--- config.mk ---
export PLATFORM = sky130hd
export DESIGN_NAME = axi_wr_arbiter
export DESIGN_NICKNAME = d
export VERILOG_FILES = /design/src/rtl/axi_arb_pkg.sv /design/src/rtl/rr_arb2.sv /design/src/rtl/axi_wr_arbiter.sv
export SDC_FILE = /design/constraint.sdc
export NUM_CORES = 1
export LEC_CHECK = 0
export CORE_AREA = 2 2 101 103
export DETAILED_ROUTE_END_ITERATION = 8
export DIE_AREA = 0 0 103 105
export SLEW_MARGIN = 20
export SYNTH_ARGS = -nofsm -noshare
export SYNTH_HDL_FRONTEND = slang
export SYNTH_SLANG_ARGS = --single-unit
--- constraint.sdc ---
create_clock -name clk -period 2.5 [get_ports clk]
set_clock_uncertainty 0.15 [all_clocks]
set_input_delay 0.375 -clock clk [delete_from_list [all_inputs] [get_ports clk]]
set_output_delay 0.375 -clock clk [all_outputs]
set_load 0.01 [all_outputs]
--- src/rtl/axi_arb_pkg.sv ---
// Shared types and constants for the two-master AXI write arbiter.
//   arb_state_t : arbiter FSM state encoding
//   BRESP_OKAY  : AXI OKAY write response
//   *_W_DEF     : default widths used by the arbiter parameters
package axi_arb_pkg;

  localparam int ID_W_DEF   = 4;
  localparam int ADDR_W_DEF = 32;
  localparam int DATA_W_DEF = 32;

  localparam logic [1:0] BRESP_OKAY = 2'b00;

  typedef enum logic [1:0] {
    IDLE = 2'd0,
    XFER = 2'd1,
    RESP = 2'd2
  } arb_state_t;

endpackage

--- src/rtl/rr_arb2.sv ---
// Two-way round-robin grant, purely combinational.
//   req_i : request vector, bit 0 = m0, bit 1 = m1
//   ptr_i : priority pointer, 0 = m0 wins a tie, 1 = m1 wins a tie
//   gnt_o : one-hot grant, 0 when nothing is requested
module rr_arb2 (
  input  logic [1:0] req_i,
  input  logic       ptr_i,
  output logic [1:0] gnt_o
);

  always_comb begin
    gnt_o = req_i;
    if (req_i == 2'b11) begin
      gnt_o = ptr_i ? 2'b10 : 2'b01;
    end
  end

endmodule

--- src/rtl/axi_wr_arbiter.sv ---
// Two-master write-channel arbiter in front of a single AXI write slave.
// One master is granted for one complete single-beat write (AW, W, B),
// then the arbiter re-arbitrates with round-robin priority.
//   clk, areset         : clock and asynchronous active-low reset
//   m0_* / m1_*         : master AW/W inputs, ready and B outputs
//   s_*                 : slave AW/W outputs, ready and B inputs
//   gnt_o               : one-hot current grant (0 when idle)
//   busy_o              : high whenever a write is in flight
//
// state | meaning
// IDLE  | no grant; sample AW valids and arbitrate
// XFER  | granted master's AW/W routed to the slave until both handshake
// RESP  | slave B routed to the granted master until B handshake
module axi_wr_arbiter
  import axi_arb_pkg::*;
#(
  parameter int ID_W   = ID_W_DEF,
  parameter int ADDR_W = ADDR_W_DEF,
  parameter int DATA_W = DATA_W_DEF
) (
  input  logic                clk,
  input  logic                areset,
  input  logic [ID_W-1:0]     m0_awid_i,
  input  logic [ADDR_W-1:0]   m0_awaddr_i,
  input  logic                m0_awvalid_i,
  output logic                m0_awready_o,
  input  logic [DATA_W-1:0]   m0_wdata_i,
  input  logic [DATA_W/8-1:0] m0_wstrb_i,
  input  logic                m0_wlast_i,
  input  logic                m0_wvalid_i,
  output logic                m0_wready_o,
  output logic [ID_W-1:0]     m0_bid_o,
  output logic [1:0]          m0_bresp_o,
  output logic                m0_bvalid_o,
  input  logic                m0_bready_i,
  input  logic [ID_W-1:0]     m1_awid_i,
  input  logic [ADDR_W-1:0]   m1_awaddr_i,
  input  logic                m1_awvalid_i,
  output logic                m1_awready_o,
  input  logic [DATA_W-1:0]   m1_wdata_i,
  input  logic [DATA_W/8-1:0] m1_wstrb_i,
  input  logic                m1_wlast_i,
  input  logic                m1_wvalid_i,
  output logic                m1_wready_o,
  output logic [ID_W-1:0]     m1_bid_o,
  output logic [1:0]          m1_bresp_o,
  output logic                m1_bvalid_o,
  input  logic                m1_bready_i,
  output logic [ID_W-1:0]     s_awid_o,
  output logic [ADDR_W-1:0]   s_awaddr_o,
  output logic                s_awvalid_o,
  input  logic                s_awready_i,
  output logic [DATA_W-1:0]   s_wdata_o,
  output logic [DATA_W/8-1:0] s_wstrb_o,
  output logic                s_wlast_o,
  output logic                s_wvalid_o,
  input  logic                s_wready_i,
  input  logic [ID_W-1:0]     s_bid_i,
  input  logic [1:0]          s_bresp_i,
  input  logic                s_bvalid_i,
  output logic                s_bready_o,
  output logic [1:0]          gnt_o,
  output logic                busy_o
);

  arb_state_t state_q;
  logic [1:0] gnt_q;
  logic       ptr_q;
  logic       aw_done_q;
  logic       w_done_q;
  logic       busy_q;

  logic [1:0] arb_gnt;
  logic       in_xfer, in_resp;
  logic       aw_vld_sel, w_vld_sel, b_rdy_sel;
  logic       aw_hs, w_hs, b_hs;

  rr_arb2 u_rr_arb2 (
    .req_i ({m1_awvalid_i, m0_awvalid_i}),
    .ptr_i (ptr_q),
    .gnt_o (arb_gnt)
  );

  assign in_xfer = (state_q == XFER);
  assign in_resp = (state_q == RESP);

  // Forward mux; the grant register is zero in IDLE, so payload reads 0 there.
  always_comb begin
    s_awid_o   = '0;
    s_awaddr_o = '0;
    s_wdata_o  = '0;
    s_wstrb_o  = '0;
    s_wlast_o  = 1'b0;
    aw_vld_sel = 1'b0;
    w_vld_sel  = 1'b0;
    b_rdy_sel  = 1'b0;
    if (gnt_q[0]) begin
      s_awid_o   = m0_awid_i;
      s_awaddr_o = m0_awaddr_i;
      s_wdata_o  = m0_wdata_i;
      s_wstrb_o  = m0_wstrb_i;
      s_wlast_o  = m0_wlast_i;
      aw_vld_sel = m0_awvalid_i;
      w_vld_sel  = m0_wvalid_i;
      b_rdy_sel  = m0_bready_i;
    end else if (gnt_q[1]) begin
      s_awid_o   = m1_awid_i;
      s_awaddr_o = m1_awaddr_i;
      s_wdata_o  = m1_wdata_i;
      s_wstrb_o  = m1_wstrb_i;
      s_wlast_o  = m1_wlast_i;
      aw_vld_sel = m1_awvalid_i;
      w_vld_sel  = m1_wvalid_i;
      b_rdy_sel  = m1_bready_i;
    end
  end

  // A channel that already handshook is masked so the slave never sees it twice.
  assign s_awvalid_o = in_xfer & ~aw_done_q & aw_vld_sel;
  assign s_wvalid_o  = in_xfer & ~w_done_q  & w_vld_sel;
  assign s_bready_o  = in_resp & b_rdy_sel;

  assign aw_hs = s_awvalid_o & s_awready_i;
  assign w_hs  = s_wvalid_o  & s_wready_i;
  assign b_hs  = s_bvalid_i  & s_bready_o;

  assign m0_awready_o = in_xfer & gnt_q[0] & ~aw_done_q & s_awready_i;
  assign m1_awready_o = in_xfer & gnt_q[1] & ~aw_done_q & s_awready_i;
  assign m0_wready_o  = in_xfer & gnt_q[0] & ~w_done_q  & s_wready_i;
  assign m1_wready_o  = in_xfer & gnt_q[1] & ~w_done_q  & s_wready_i;

  assign m0_bvalid_o = in_resp & gnt_q[0] & s_bvalid_i;
  assign m1_bvalid_o = in_resp & gnt_q[1] & s_bvalid_i;
  assign m0_bid_o    = (in_resp & gnt_q[0]) ? s_bid_i   : '0;
  assign m1_bid_o    = (in_resp & gnt_q[1]) ? s_bid_i   : '0;
  assign m0_bresp_o  = (in_resp & gnt_q[0]) ? s_bresp_i : 2'b00;
  assign m1_bresp_o  = (in_resp & gnt_q[1]) ? s_bresp_i : 2'b00;

  assign gnt_o  = gnt_q;
  assign busy_o = busy_q;

  always_ff @(posedge clk or negedge areset) begin
    if (!areset) begin
      state_q   <= IDLE;
      gnt_q     <= 2'b00;
      ptr_q     <= 1'b0;
      aw_done_q <= 1'b0;
      w_done_q  <= 1'b0;
      busy_q    <= 1'b0;
    end else begin
      case (state_q)
        IDLE: begin
          if (m0_awvalid_i || m1_awvalid_i) begin
            state_q <= XFER;
            gnt_q   <= arb_gnt;
            busy_q  <= 1'b1;
          end
        end
        XFER: begin
          if (aw_hs) aw_done_q <= 1'b1;
          if (w_hs)  w_done_q  <= 1'b1;
          if ((aw_done_q || aw_hs) && (w_done_q || w_hs)) begin
            state_q <= RESP;
          end
        end
        RESP: begin
          if (b_hs) begin
            state_q   <= IDLE;
            gnt_q     <= 2'b00;
            aw_done_q <= 1'b0;
            w_done_q  <= 1'b0;
            busy_q    <= 1'b0;
            // Priority goes to the master that was not just served.
            ptr_q     <= gnt_q[0];
          end
        end
        default: state_q <= IDLE;
      endcase
    end
  end

endmodule
==> flow_summary.toml, run 1 <==
[status]
run_status = "complete, no violations"

[timing]
report.final.hold_viol_count = 0
final-max-slew-violation-count = 0
maxClockFrequency_mhz = 408
final_period_minus_worst_setup_slack_ns = 2.45
setup_viol = 0
worst_margin_pin_slew_ns = 0.409
slew-limit-headroom_pct = 72.6
final_min_period_over_clock_period_pct = 98.1
setup_tns_ns = 0
rsz_0062_raised_after_global_routing = "true"

[cts]
clock_sink_count = 8
clk-insertion-delay-late_ns = 0.23
clk_root_buffer_cell = "sky130_fd_sc_hd__clkbuf_8"
clock_tree.htree_level_count = 1
clkSlewWorstSetupHoldPaths_ns = 0.04
tritoncts_clock_tree = "done"
cts-root-to-sink-buffers = 2
holdBufCountCts = 0
tritoncts.num_buffers = 3

[final_layout]
final_nets = 584
post-route-cell-area_um2 = 4190
synthToLayoutAreaGrowth_pct = 220
finish.cell_count_without_fillers = 553
antenna_cells = 0
final.fill_count = 984
layout-drive-gt1-share_pct = 5.48
post-route-util_pct = 43.4

[die]
floorplan.die.height_um = 105
row_count = 36
floorplan.initialDensity_pct = 13.6
fp.coreArea_um2 = 9640
fp.dieArea_um2 = 10800
die_w_um = 103
top_level_ports = 260

[global_route]
grt_first_pass_wirelength_um = 13000
grt_antenna_before_repair = 0
vias_in_the_first_global_route = 2530
grt_remaining_overflow = 0
grt_start_max_net_pins = 37
grtUsageTotal_pct = 15.3

[setup_path]
timing.critical_path.to_type = "output port"
critical_path.slowest_cell = "sky130_fd_sc_hd__clkdlybuf4s50_1"
startpoint_type = "flip-flop"
critical_path_required_ns = 1.98
critical_path_arrival_ns = 1.93
critical_path.cell_chain = "nor2b_4, buf_4, a22o_1, clkdlybuf4s50_1"
cpPeakStageDelay_ns = 0.54
crit_type = "flip-flop to output port"
timing.critical_path.fanout_max = 25

[route]
drtAntennaViolNets = 0
vias_per_cell = 4.50
vias = 2491
drt-initial-drc-count = 66
post-route-drc-count = 0
drt_pre_antenna_iters = 4
wl_per_cell_um = 16.5
postRouteWirelength_um = 9120

[placement]
placedInstanceArea_um2 = 4080
routabilityCongestion = 0.804
post-place-cells = 546
dp.final_hpwl_um = 7430
numPortBuffers = 259

[yosys]
netlist_area_um2 = 1310
ys_seq_area_share_pct = 15.3
count_of_state_elements_after_synthesis = 8
synthArstFlopShare_pct = 100
syn_nets = 327
yosys.cell_types.count = 29
synthesis.yosys.warnings = 0
synth-main-ff-cell = "sky130_fd_sc_hd__dfrtp_1"
count_of_flip_flops_with_a_built_in_enable_after_synthesis = 0
gate_count_of_the_mapped_netlist = 164
syn_avg_cell_area_um2 = 7.98

[power_and_ir_drop]
p_per_area_nw_per_um2 = 135
vdd_drop_max_uv = 168
leakagePower_nw = 1.61

[job]
cap_viol_max_count = 0

[worst_hold_path]
hold_path.class = "input pin to asynchronous set/reset pin"
per-stage QoR:
stage                     total power, mW  hold slack [ns]  setup WS, ns
after floorplan                     0.136          -0.0706         0.730
after global placement              0.400            0.352        0.0783
after detailed placement            0.404            0.369        0.0708
after CTS                           0.572            0.294      0.000666
after global routing                0.592            0.306       -0.0265
final                               0.567            0.289        0.0478
what timing repair did:
| action | in CTS | in global routing |
|---|---|---|
| resized for setup | 0 | 5 |
| cloned | 1 | 0 |
| setup endpoints to repair | 7 | 72 |
| setup buffers | 0 | 2 |
state kept, by name (all words and copies together) (netlist names):
name and flops:
aw_done_q 1, w_done_q 1, ptr_q 1, gnt_o 2
state_q 2, busy_o 1
routing by layer:
metal  global-route usage [%]  wire, um  part of all wire (%)  vias up
met5                        0         0                     0        -
met2                     28.8      4620                    51      162
met1                     16.2      3370                    37     1133
met3                     3.88       954                    10        8
li1                         -         -                     -     1188
met4                     4.70       175                   1.9        0
worst paths after layout:
kind / startpoint / slack, ns / cells after the start / end
max: gnt_o[0]$_DFFE_PN0P_ / 0.05 / 4 / s_awaddr_o[1]
min: areset / 0.29 / 1 / ptr_q$_DFFE_PN0P_
max reg2reg: gnt_o[0]$_DFFE_PN0P_ / 0.71 / 5 / state_q[0]$_DFFE_PN0P_
min reg2reg: aw_done_q$_DFFE_PN0P_ / 0.38 / 1 / aw_done_q$_DFFE_PN0P_
max in group asynchronous: areset / 1.60 / 1 / state_q[1]$_DFFE_PN0P_
min in group clk: aw_done_q$_DFFE_PN0P_ / 0.38 / 1 / aw_done_q$_DFFE_PN0P_
critical path, delay by kind of cell (launching register included):
| family | cells | cell delay, ns |
|---|---|---|
| buffers and inverters | 2 | 0.85 |
| flip-flops | 1 | 0.44 |
| AND/OR/NAND/NOR | 1 | 0.20 |
| AO/OA/AOI/OAI | 1 | 0.19 |
final cells by class:
type | instances | area, um^2 | area share [%]
clock buffers | 4 | 45.0 | 1.08
inverters | 3 | 11.3 | 0.269
multi-input cells | 133 | 1020 | 24.3
flip-flops and latches | 8 | 203 | 4.84
well taps | 133 | 166 | 3.98
repair buffers | 272 | 2740 | 65.5
synthesized netlist by cell type (all sizes together) (3+ instances only):
cell type | count | share of area, %
clkbuf | 11 | 3.2
a22o | 73 | 49
nor2 | 8 | 2.3
a22oi | 3 | 1.7
nand3 | 5 | 1.9
dfrtp | 8 | 15
buf | 9 | 3.6
o21ai | 5 | 1.9
and3 | 15 | 7.2
nand2b | 3 | 2.0
nand2 | 4 | 1.1
inv | 3 | 0.86
report_power, final:
group,switching [mW],leakage (nW),internal (mW)
combinational,0.0490,1.48,0.224
clock,0.0531,0.0228,0.111
sequential,0,0.103,0.130
total,0.102,1.61,0.465
placed cells by master (no fill, tap or decap), drive strengths merged, types with 3 or more instances in the layout:
| cell type | netlist | layout |
|---|---|---|
| nor2 | 8 | 8 |
| nand2 | 4 | 4 |
| clkbuf | 11 | 4 |
| a22oi | 3 | 3 |
| o21ai | 5 | 5 |
| dfrtp | 8 | 8 |
| buf | 9 | 12 |
| inv | 3 | 3 |
| and3 | 15 | 15 |
| clkdlybuf4s50 | 0 | 258 |
| a22o | 73 | 73 |
| nand3 | 5 | 5 |
| nand2b | 3 | 3 |
cell families (layout without fill, tap and decap cells):
| group | count (synthesis) | in the layout | share of synthesized area, % |
|---|---|---|---|
| compound gates | 89 | 89 | 57.5 |
| buf+inv | 23 | 279 | 7.65 |
| flops | 8 | 8 | 15.3 |
| simple gates | 44 | 44 | 19.6 |
Note: power is estimated with default switching activity, not from simulation.
==> run 2, diff against run 1 <==
- SLEW_MARGIN: 20 -> unset
==> results of run 2 <==
The final DEF is identical to that of run 1; final timing and power are the same.
==> run 3, diff against run 2 <==
- CORE_AREA: 2 2 101 103 -> 2 2 100 102
- DIE_AREA: 0 0 103 105 -> 0 0 102 104
- clock period: 2.5 -> 2.3 ns (I/O delays scaled with it)
==> run 3 against run 2 <==
  * Sequential share of layout area is 0.097 points lower
  * Non-clock buffer count is 2 higher
  * Design area is 1.4% higher
  * Sequential power is 8% higher
  * Register-to-register slack worse by 0.09 ns
  * Worst hold slack worse by 0.026 ns
  * Combinational power is 8.1% higher
  * Largest power group unchanged
  * Highest routed layer unchanged
==> flow_summary.toml, run 3 (synthesis gave the netlist of run 1 again) <==
[status]
run_status = "complete, no violations"

[job]
cap_viol_max_count = 0

[global_route]
vias_in_the_first_global_route = 2528
grt_first_pass_wirelength_um = 12500
grt_start_max_net_pins = 50
grt_antenna_before_repair = 0
grtUsageTotal_pct = 14.7
grt_remaining_overflow = 0

[final_layout]
sequential_cell_area_um2 = 201
layout_commonest_cell = "sky130_fd_sc_hd__clkdlybuf4s50_1"
antenna_cells = 0
final_nets = 586
synthToLayoutAreaGrowth_pct = 224
commonest_non_fill_non_tap_cells_in_the_layout = "sky130_fd_sc_hd__clkdlybuf4s50_1, sky130_fd_sc_hd__a22o_1, sky130_fd_sc_hd__dlygate4sd2_1, sky130_fd_sc_hd__dlymetal6s2s_1, sky130_fd_sc_hd__and3_1"
layout-drive-gt1-share_pct = 5.92
multi_input_area_um2 = 1020
final.fill_count = 977

[worst_hold_path]
hold_path.class = "input pin to asynchronous set/reset pin"

[cts]
clk-insertion-delay-late_ns = 0.23
tritoncts_clock_tree = "done"
clock_tree.htree_level_count = 1
cts-root-to-sink-buffers = 2
clk_root_buffer_cell = "sky130_fd_sc_hd__clkbuf_8"
clock_sink_count = 8
tritoncts.num_buffers = 3
holdBufCountCts = 0
clkSlewWorstSetupHoldPaths_ns = 0.04

[die]
floorplan.initialDensity_pct = 13.7
floorplan.die.height_um = 104
top_level_ports = 260
fp.dieArea_um2 = 10600
fp.coreArea_um2 = 9550
die_w_um = 102
row_count = 36

[setup_path]
timing.critical_path.fanout_max = 17
critical_path_required_ns = 1.80
crit_type = "flip-flop to output port"
critical_path.cell_chain = "and2b_4, and3_1, clkdlybuf4s50_1"
critical_path.slowest_cell = "sky130_fd_sc_hd__clkdlybuf4s50_1"
timing.critical_path.max_delay_family = "simple AND/OR/NAND/NOR gates"
critical_path_arrival_ns = 1.75
cpPeakStageDelay_ns = 0.54
startpoint_type = "flip-flop"
cp_num_buf_inv = 1
timing.critical_path.to_type = "output port"

[route]
drt_pre_antenna_iters = 6
wl_per_cell_um = 15.6
vias_per_cell = 4.46
vias = 2478
drtAntennaViolNets = 0
drt-initial-drc-count = 42
post-route-drc-count = 0
postRouteWirelength_um = 8660

[power_and_ir_drop]
leakagePower_nw = 2.24
report.power.total_mw = 0.618
p_per_area_nw_per_um2 = 146
vdd_drop_max_uv = 99.9

[timing]
rsz_0062_raised_after_global_routing = "false"
worst_margin_pin_slew_ns = 0.406
fin_ws_ns = 0.0504
final_min_period_over_clock_period_pct = 97.8
report.final.hold_viol_count = 0
hold-worst-slack_ns = 0.263
setup_viol = 0
final-max-slew-violation-count = 0
maxClockFrequency_mhz = 445
slew-limit-headroom_pct = 72.8
final_period_minus_worst_setup_slack_ns = 2.25

[placement]
dp.final_hpwl_um = 6910
routabilityCongestion = 0.771
placement.setup.worst_slack_ns = -0.173
numPortBuffers = 259
run 3: what timing repair did:
item | in CTS | in global routing
setup endpoints to repair | 91 | 31
endpoints found under the hold margin | 0 | 0
buffers inserted | 3 | 1
gates cloned | 1 | 1
gates resized for setup | 64 | 20
run 3: per-stage QoR:
step	utilization, %	instance area (um^2)	setup TNS, ns	std cells
after CTS	43.6	4160	-0.0881	553
after detailed placement	42.9	4100	-0.354	545
after global routing	44.4	4240	0	555
after global placement	42.9	4100	-0.286	545
final	44.4	4240	0	555
after floorplan	-	1310	0	164
run 3: layout make-up:
| class | count | share of cell area, % |
|---|---|---|
| sequential | 8 | 4.75 |
| clock buffer | 4 | 1.06 |
| multi-input combinational | 133 | 24.1 |
| tap | 133 | 3.92 |
| inverter | 3 | 0.265 |
| timing repair buffer | 274 | 65.9 |
run 3: final timing paths:
kind	from	end	slack (ns)	cells past startpoint
setup / recovery	state_q[0]$_DFFE_PN0P_	m1_bid_o[0]	0.05	3
hold / removal	areset	aw_done_q$_DFFE_PN0P_	0.26	1
setup reg to reg	gnt_o[0]$_DFFE_PN0P_	state_q[0]$_DFFE_PN0P_	0.62	6
hold reg to reg	aw_done_q$_DFFE_PN0P_	aw_done_q$_DFFE_PN0P_	0.36	1
max in group asynchronous	areset	gnt_o[0]$_DFFE_PN0P_	1.43	1
min in group clk	aw_done_q$_DFFE_PN0P_	aw_done_q$_DFFE_PN0P_	0.36	1
run 3: where the power goes:
part           total, mW  leakage, nW  internal, mW  switching (mW)
Clock              0.182       0.0228         0.121          0.0609
Combinational      0.295         2.11         0.243          0.0522
Sequential         0.141        0.105         0.141               0
run 3: worst register-to-register path, stage by stage, from the launching register on:
cell                       delay, ns
sky130_fd_sc_hd__dfrtp_2        0.44
sky130_fd_sc_hd__nor2b_4        0.15
sky130_fd_sc_hd__buf_12         0.13
sky130_fd_sc_hd__buf_16         0.16
sky130_fd_sc_hd__nand3_1        0.11
sky130_fd_sc_hd__a32o_1         0.28
sky130_fd_sc_hd__nand2b_1       0.14
run 3: layer usage:
layer | share of wire (%) | GRT usage, % | vias up
met4 | 1.2 | 3.52 | 0
met5 | 0 | 0 | -
met3 | 11 | 3.76 | 8
met1 | 37 | 14.9 | 1128
li1 | - | - | 1186
met2 | 51 | 28.9 | 156
